[config.mk]
export PLATFORM = sky130hd
export DESIGN_NAME = vec_mul_sequencer
export DESIGN_NICKNAME = d
export VERILOG_FILES = /design/src/rtl/vec_seq_pkg.sv /design/src/rtl/vec_seq_delay_line.sv /design/src/rtl/vec_mul_sequencer.sv
export SDC_FILE = /design/constraint.sdc
export NUM_CORES = 1
export LEC_CHECK = 0
export BUFFER_PORTS_ARGS = -buffer_cell sky130_fd_sc_hd__buf_4
export CORE_UTILIZATION = 60
export DETAILED_ROUTE_END_ITERATION = 12
export PLACE_DENSITY = 0.84
export SLEW_MARGIN = 20
export SYNTH_ARGS = -nofsm -noshare
export SYNTH_HDL_FRONTEND = slang
export SYNTH_HIERARCHICAL = 1
export SYNTH_SLANG_ARGS = --single-unit
[constraint.sdc]
create_clock -name clk -period 9.8 [get_ports clk]
set_clock_uncertainty 0.2 [all_clocks]
set_input_delay 1.96 -clock clk [delete_from_list [all_inputs] [get_ports clk]]
set_output_delay 1.96 -clock clk [all_outputs]
set_load 0.02 [all_outputs]
[src/rtl/vec_seq_pkg.sv]
// Shared types and default constants for the vector-multiplier job sequencer.
package vec_seq_pkg;
  typedef enum logic [2:0] {
    S_IDLE,
    S_WSEL,
    S_WLOAD,
    S_STREAM,
    S_DRAIN,
    S_FIN
  } state_e;

  localparam int SRAM_RD_LAT_DEF = 1;
  localparam int PIPE_LAT_DEF    = 31;
  localparam int CNT_W           = 16;
endpackage

[src/rtl/vec_seq_delay_line.sv]
// 1-bit valid delay line with async clear; `empty` means nothing is queued
// behind the output stage, so the entry currently at `dout` is the last one.
module vec_seq_delay_line #(
  parameter int DEPTH = 32
) (
  input  logic clk,
  input  logic rst_n,
  input  logic din,
  output logic dout,
  output logic empty
);
  logic [DEPTH-1:0] sr_q;
  logic [DEPTH-1:0] sr_d;

  generate
    if (DEPTH == 1) begin : g_single
      always_comb begin
        sr_d  = din;
        empty = 1'b1;
      end
    end else begin : g_multi
      always_comb begin
        sr_d  = {sr_q[DEPTH-2:0], din};
        empty = ~|sr_q[DEPTH-2:0];
      end
    end
  endgenerate

  always_ff @(posedge clk or negedge rst_n) begin
    if (!rst_n) sr_q <= '0;
    else        sr_q <= sr_d;
  end

  assign dout = sr_q[DEPTH-1];
endmodule

[src/rtl/vec_mul_sequencer.sv]
// Job controller for the 16x16 vector multiplier: weight select/load, UB streaming,
// result write-back. Optional cycle counter enabled by VEC_SEQ_PERF_CNT_EN.
module vec_mul_sequencer
  import vec_seq_pkg::*;
#(
  parameter int ADDRESSSIZE      = 10,
  parameter int ADDRESSSIZE_fifo = 2,
  parameter int LEN_BW           = 10,
  parameter int SRAM_RD_LAT      = SRAM_RD_LAT_DEF,
  parameter int PIPE_LAT         = PIPE_LAT_DEF
) (
  input  logic                        clk,
  input  logic                        rstn,
  input  logic                        start,
  input  logic                        skip_wload,
  input  logic [ADDRESSSIZE_fifo-1:0] tile,
  input  logic [ADDRESSSIZE-1:0]      ub_base,
  input  logic [ADDRESSSIZE-1:0]      res_base,
  input  logic [LEN_BW-1:0]           vec_len,
  output logic                        busy,
  output logic [ADDRESSSIZE_fifo-1:0] fifo_address,
  output logic                        weight_reload,
  output logic [ADDRESSSIZE-1:0]      ub_address,
  output logic                        res_we,
  output logic [ADDRESSSIZE-1:0]      res_address,
  output logic                        done,
  output logic [CNT_W-1:0]            cycle_count
);
  // Reset asserts immediately, releases two edges after rstn rises.
  logic [1:0] rst_sync_q;
  logic [1:0] rst_sync_d;
  logic       rst_n;

  always_comb rst_sync_d = {rst_sync_q[0], 1'b1};

  always_ff @(posedge clk or negedge rstn) begin
    if (!rstn) rst_sync_q <= 2'b00;
    else       rst_sync_q <= rst_sync_d;
  end

  assign rst_n = rst_sync_q[1];

  state_e                      state_q, state_d;
  logic [ADDRESSSIZE_fifo-1:0] fifo_addr_q, fifo_addr_d;
  logic [ADDRESSSIZE-1:0]      ub_base_q, ub_base_d;
  logic [ADDRESSSIZE-1:0]      ub_addr_q, ub_addr_d;
  logic [ADDRESSSIZE-1:0]      res_addr_q, res_addr_d;
  logic [LEN_BW-1:0]           len_q, len_d;
  logic [LEN_BW-1:0]           cnt_q, cnt_d;
  logic [7:0]                  wait_q, wait_d;
  logic                        issue;
  logic                        start_acc;
  logic                        dl_out;
  logic                        dl_empty;

  assign start_acc = (state_q == S_IDLE) && start;

  always_comb begin
    state_d     = state_q;
    fifo_addr_d = fifo_addr_q;
    ub_base_d   = ub_base_q;
    ub_addr_d   = ub_addr_q;
    res_addr_d  = res_addr_q;
    len_d       = len_q;
    cnt_d       = cnt_q;
    wait_d      = wait_q;
    issue       = 1'b0;

    if (dl_out) res_addr_d = res_addr_q + 1'b1;

    case (state_q)
      S_IDLE: begin
        if (start) begin
          ub_base_d  = ub_base;
          len_d      = vec_len;
          cnt_d      = '0;
          wait_d     = '0;
          res_addr_d = res_base;
          if (skip_wload) begin
            state_d = S_STREAM;
            if (vec_len != '0) ub_addr_d = ub_base;
          end else begin
            state_d     = S_WSEL;
            fifo_addr_d = tile;
          end
        end
      end
      S_WSEL: begin
        if (int'(wait_q) + 1 >= SRAM_RD_LAT) state_d = S_WLOAD;
        else                                 wait_d  = wait_q + 1'b1;
      end
      S_WLOAD: begin
        state_d = S_STREAM;
        if (len_q != '0) ub_addr_d = ub_base_q;
      end
      S_STREAM: begin
        // ub_address already shows the vector being issued; advance only if another follows.
        if (cnt_q == len_q) begin
          state_d = S_DRAIN;
        end else begin
          issue = 1'b1;
          cnt_d = cnt_q + 1'b1;
          if (cnt_d == len_q) state_d   = S_DRAIN;
          else                ub_addr_d = ub_addr_q + 1'b1;
        end
      end
      S_DRAIN: begin
        if (dl_empty) state_d = S_FIN;
      end
      S_FIN:   state_d = S_IDLE;
      default: state_d = S_IDLE;
    endcase
  end

  always_ff @(posedge clk or negedge rst_n) begin
    if (!rst_n) begin
      state_q     <= S_IDLE;
      fifo_addr_q <= '0;
      ub_base_q   <= '0;
      ub_addr_q   <= '0;
      res_addr_q  <= '0;
      len_q       <= '0;
      cnt_q       <= '0;
      wait_q      <= '0;
    end else begin
      state_q     <= state_d;
      fifo_addr_q <= fifo_addr_d;
      ub_base_q   <= ub_base_d;
      ub_addr_q   <= ub_addr_d;
      res_addr_q  <= res_addr_d;
      len_q       <= len_d;
      cnt_q       <= cnt_d;
      wait_q      <= wait_d;
    end
  end

  vec_seq_delay_line #(
    .DEPTH(SRAM_RD_LAT + PIPE_LAT)
  ) u_delay (
    .clk  (clk),
    .rst_n(rst_n),
    .din  (issue),
    .dout (dl_out),
    .empty(dl_empty)
  );

  assign busy          = (state_q != S_IDLE);
  assign weight_reload = (state_q == S_WLOAD);
  assign done          = (state_q == S_FIN);
  assign fifo_address  = fifo_addr_q;
  assign ub_address    = ub_addr_q;
  assign res_we        = dl_out;
  assign res_address   = res_addr_q;

`ifdef VEC_SEQ_PERF_CNT_EN
  logic [CNT_W-1:0] perf_q, perf_d;

  always_comb begin
    perf_d = perf_q;
    if (start_acc)                 perf_d = '0;
    else if (busy && perf_q != '1) perf_d = perf_q + 1'b1;
  end

  always_ff @(posedge clk or negedge rst_n) begin
    if (!rst_n) perf_q <= '0;
    else        perf_q <= perf_d;
  end

  assign cycle_count = perf_q;
`else
  logic unused_start_acc;
  assign unused_start_acc = start_acc;
  assign cycle_count      = '0;
`endif
endmodule

# Word level (Yosys, flattened, before mapping)

Cells that the tools add are included.

Output and inout bits: 42
Input bits: 36
Flip-flop bits (word level): 97

Bitwise operators: 1
Add/sub/neg operators: 5
Reduce and logical (&&, ||, !) cells: 14
Multiplexer cells: 25
Eq/ne operators: 17
$lt $le $gt $ge: 1

Operators with widths:

| kind                                                                                | count |
|---|---|
| 10-bit 2-to-1 mux                                                                   | 11 |
| 31-bit OR reduction                                                                 | 1 |
| 10-bit by 1-bit adder with 10-bit output, second input constant                     | 3 |
| 10-bit case mux with 3 select lines                                                 | 1 |
| 10-bit equality test                                                                | 2 |
| 10-bit case mux with 2 select lines                                                 | 1 |
| 10-bit nonzero test                                                                 | 2 |
| 8-bit 2-to-1 mux                                                                    | 2 |
| 8-bit case mux with 2 select lines                                                  | 1 |
| 3-bit 2-to-1 mux                                                                    | 5 |
| 3-bit case mux with 5 select lines                                                  | 1 |
| 2-bit != test, second input constant                                                | 7 |
| 8-bit by 1-bit adder with 9-bit output, second input constant                       | 1 |
| 9-bit by 1-bit greater-or-equal comparator with 1-bit output, second input constant | 1 |
| 3-bit AND reduction                                                                 | 3 |
| 8-bit by 1-bit adder with 8-bit output, second input constant                       | 1 |
| 7-bit AND reduction                                                                 | 1 |
| 3-bit by 2-bit equality test with 1-bit output, second input constant               | 2 |
| 3-bit equality test, second input constant                                          | 2 |
| 3-bit nonzero test                                                                  | 2 |
| 2-bit by 1-bit != test with 1-bit output, second input constant                     | 2 |
| 4-bit AND reduction                                                                 | 1 |
| 2-bit nonzero test                                                                  | 2 |
| 3-bit by 1-bit equality test with 1-bit output, second input constant               | 1 |
| 6 further kinds                                                                     | 7 |

# Depth between registers and ports, before layout

Word-level depth: 5
Depth in mapped cells: 9
Gate-level depth less buffers: 7

# By module

The synthesis kept the hierarchy.

Modules (own cells, without submodules):

| module             | area an instance (µm²) | cells each | instances | sequential area each (µm²) |
|---|---|---|---|---|
| vec_mul_sequencer  | 3703.6                 | 379        | 1         | 1626.6 |
| vec_seq_delay_line | 872.1                  | 43         | 1         | 800.8 |

# Least setup slack after synthesis

OpenSTA, ideal clock, no wires.

Path type: register -> output
Start: register state_q[2]
End: output weight_reload
Cell stages (with the launch flop): 6
Data arrival time: 1.315 ns
Path slack: 6.325 ns
Data required time: 7.640 ns
Cell sequence: dfrtp_1 clkbuf_1 nand2b_1 clkbuf_1 clkbuf_1 nor2_1

Cells in the longest elaborated chain, start to end: 1

Ends and longest elaborated chain:

| item                                           | line                     | RTL |
|---|---|---|
| from (decl)                                    | vec_mul_sequencer.sv:43  | `state_e state_q, state_d;` |
| from (signal assigned)                         | vec_mul_sequencer.sv:126 | `state_q <= state_d;` |
| 3-bit by 2-bit equality test with 1-bit output | vec_mul_sequencer.sv:148 | `assign weight_reload = (state_q == S_WLOAD);` |
| to (decl)                                      | vec_mul_sequencer.sv:22  | `output logic weight_reload,` |

No other way between the ends.

# Worst setup path after layout

Ends and elaborated chain as after synthesis.

==> flow_summary.toml <==
[global_routing]
grtUsageTotal_pct = 25.4
gr-total-overflow = 0
grt_max_degree = 66
antenna_found_initial = 0
grt_pass1_vias = 3224
grt_first_pass_wirelength_um = 15100

[layout]
syn2layout_area_growth_pct = 15.5
drive_gt1_share_pct = 24.1
n_antenna_cell = 0
multi_input_area_mm2 = 0.00197
finalNetCount = 522
nFillCells = 540
final-seq-area_mm2 = 0.00243

[worst_setup_path]
critPathArrivalTime_ns = 1.72
rr_worst_depth = 7
r2r_start = "cnt_q[0]$_DFFE_PN0P_"
worst-path-max-fanout = 17
cp-end-kind = "output port"
cp.buffers_inverters = 1
setup.worst_path.start_class = "flip-flop"
cp.depth = 3
cp_data_required_time_ns = 7.64
path_class = "reg -> out"
cp_cell_sequence = "nand2b_1 > nor2_1 > buf_4"
cpMaxStageDelayCell = "nand2b_1"
startpoint = "state_q[2]$_DFFE_PN0P_"
critPathMaxStageDelay_ns = 0.56
path_delay_family = "simple AND/OR/NAND/NOR gates"

[routing]
drt_wl_total_um = 9280
vias_per_cell = 5.67
dr.first_iter.drc_count = 131
remaining_drc_errors = 0
routedWlPerCell_um = 15.9
vias = 3317
dr.pass1.iters = 4
drtAntennaViolNets = 0

[clock_tree]
postCtsHoldBufs = 0
post-cts-setup-buffers = 0
clock_latency_ns = 0.37
cts.repair.resized = 0
clkSinkCount = 97
numCtsBuffers = 9
cts.path.max_buffers = 2
clk_pin_slew_worst_paths_ns = 0.10
clockRootBuffer = "clkbuf_8"
cts_tree = "done"
cts.htree.levels = 3

[synth]
yosysSeqAreaShare_pct = 53.0
synth_top_area_share_pct = 53.0
synth.avg_cell_area_um2 = 10.8
synth_area_leaders = "dfrtp_1 (53%), mux2_2 (5.7%), xor2_1 (3.8%)"
synth_edf_count = 0
ys_types = 49
synth_cells = 422
synth_ff_type = "dfrtp_1"
synth.most_common_cell = "dfrtp_1"
synth_top_area_cell = "dfrtp_1"
ys_async_sr_fraction_pct = 100
synth_common_cells = "dfrtp_1 (97), nand2_1 (38), o21ai_0 (33)"
ys_seq_elements = 97
syn_area_mm2 = 0.00458
ys_warn_count = 6

[floorplan]
dieWidth_um = 89.3
io_pins = 78
core_area_mm2 = 0.00733
placementRows = 31
fp.dieArea_mm2 = 0.00798
fp.dieH_um = 89.3
initial_core_util_pct = 62.4

[timing]
rsz0062_at_grt = "false"
maxSlewViolCount = 0
tightest_slew_ns = 0.849
finalHoldViolCount = 0
worst_slack_ns = 5.92
setup_viol = 0
period_share_pct = 39.6
maxSlewHeadroom_pct = 43.4
tns_ns = 0
fin_crit_ns = 3.88
max_freq_mhz = 258

[flow_run]
cap_violations = 0

[placed_design]
pre_cts_ws_ns = 5.82
portBuffers = 61
place.gp.congestion = 0.832
hpwlAfterDp_um = 6470

[hold_path]
hold_class = "reg -> async"

[run_status]
outcome = "complete, no violations"

[power]
p_per_area_mw_per_mm2 = 309
max-vdd-ir-drop_uv = 209
leakage_nw = 2.41
report_power, final:
| group | internal (mW) | switching, mW | total, mW |
|---|---|---|---|
| Clock | 0.126 | 0.154 | 0.280 |
| Sequential | 0.551 | 0.148 | 0.699 |
| Combinational | 0.311 | 0.341 | 0.652 |
logic make-up (layout without fill, tap and decap cells):
family / after synthesis / after routing / share of synthesized area (%)
compound gates: 66 / 66 / 8.64
xor+xnor: 35 / 35 / 6.70
fa+ha+maj: 5 / 5 / 1.37
buf+inv: 43 / 92 / 5.25
flops: 97 / 97 / 53.0
mux: 36 / 36 / 9.05
other cells: 2 / 17 / 0.164
simple gates: 138 / 138 / 15.8
final timing paths:
path                                        endpoint  slack [ns]
setup / recovery                       weight_reload        5.92
hold / removal                  len_q[2]$_DFFE_PN0P_        0.07
setup reg to reg           ub_address[9]$_DFFE_PN0P_        6.90
hold reg to reg                 len_q[2]$_DFFE_PN0P_        0.07
max in group asynchronous    rst_sync_q[1]$_DFF_PN0_        8.15
min in group clk             rst_sync_q[1]$_DFF_PN0_        0.16
registers in the layout, summed over array words and instances, names as in the netlist:
signal,count
u_delay/sr_q,32
cnt_q,10
len_q,10
res_address,10
ub_address,10
ub_base_q,10
wait_q,8
state_q,3
fifo_address,2
rst_sync_q,2
cells in the final DEF (no fill, tap or decap), types with 11 or more instances in the layout:
| cell | Yosys | layout |
|---|---|---|
| nand3_1 | 12 | 12 |
| a21oi_1 | 14 | 14 |
| nor2_1 | 23 | 22 |
| nand2_1 | 38 | 38 |
| conb_1 | 2 | 17 |
| buf_4 | 16 | 63 |
| mux2_2 | 23 | 23 |
| inv_1 | 11 | 11 |
| nor4_1 | 14 | 14 |
| xor2_1 | 20 | 20 |
| xnor2_1 | 15 | 15 |
| dfrtp_1 | 97 | 96 |
| o21ai_0 | 33 | 33 |
worst register-to-register path: stages (launching register included):
cell,delay (ns)
dfrtp_1,0.49
ha_1,0.28
and3_2,0.25
and3_1,0.21
xor2_1,0.19
a21oi_1,0.10
a41oi_2,0.73
mux2_4,0.35
metrics by stage:
stage | utilization (%) | std cells | total power [mW] | hold WS, ns | area (µm²)
2_1_floorplan | - | 437 | 1.15 | 0.131 | 4630
3_3_place_gp | 68.8 | 568 | 1.31 | 0.0777 | 5040
3_5_place_dp | 68.8 | 568 | 1.35 | 0.0776 | 5040
4_1_cts | 71.8 | 584 | 1.63 | 0.0890 | 5260
5_1_grt | 72.1 | 585 | 1.73 | 0.117 | 5280
6_report | 72.1 | 585 | 1.63 | 0.0744 | 5280
layer usage:
| metal | vias up | track usage (%) | part of all wire [%] |
|---|---|---|---|
| met1 | 1633 | 32.7 | 44 |
| met4 | 0 | 8.95 | 1.6 |
| met3 | 19 | 6.37 | 4.5 |
| met5 | - | 0 | 0 |
| li1 | 1563 | - | - |
| met2 | 102 | 42.1 | 50 |
area by class of cell:
class / count / area share (%)
sequential: 97 / 46.0
clock inverter: 7 / 1.80
clock buffer: 9 / 2.34
tap: 99 / 2.34
timing repair buffer: 64 / 9.33
multi-input combinational: 297 / 37.3
inverter: 12 / 0.852
Note: power is estimated with default switching activity, not from simulation.
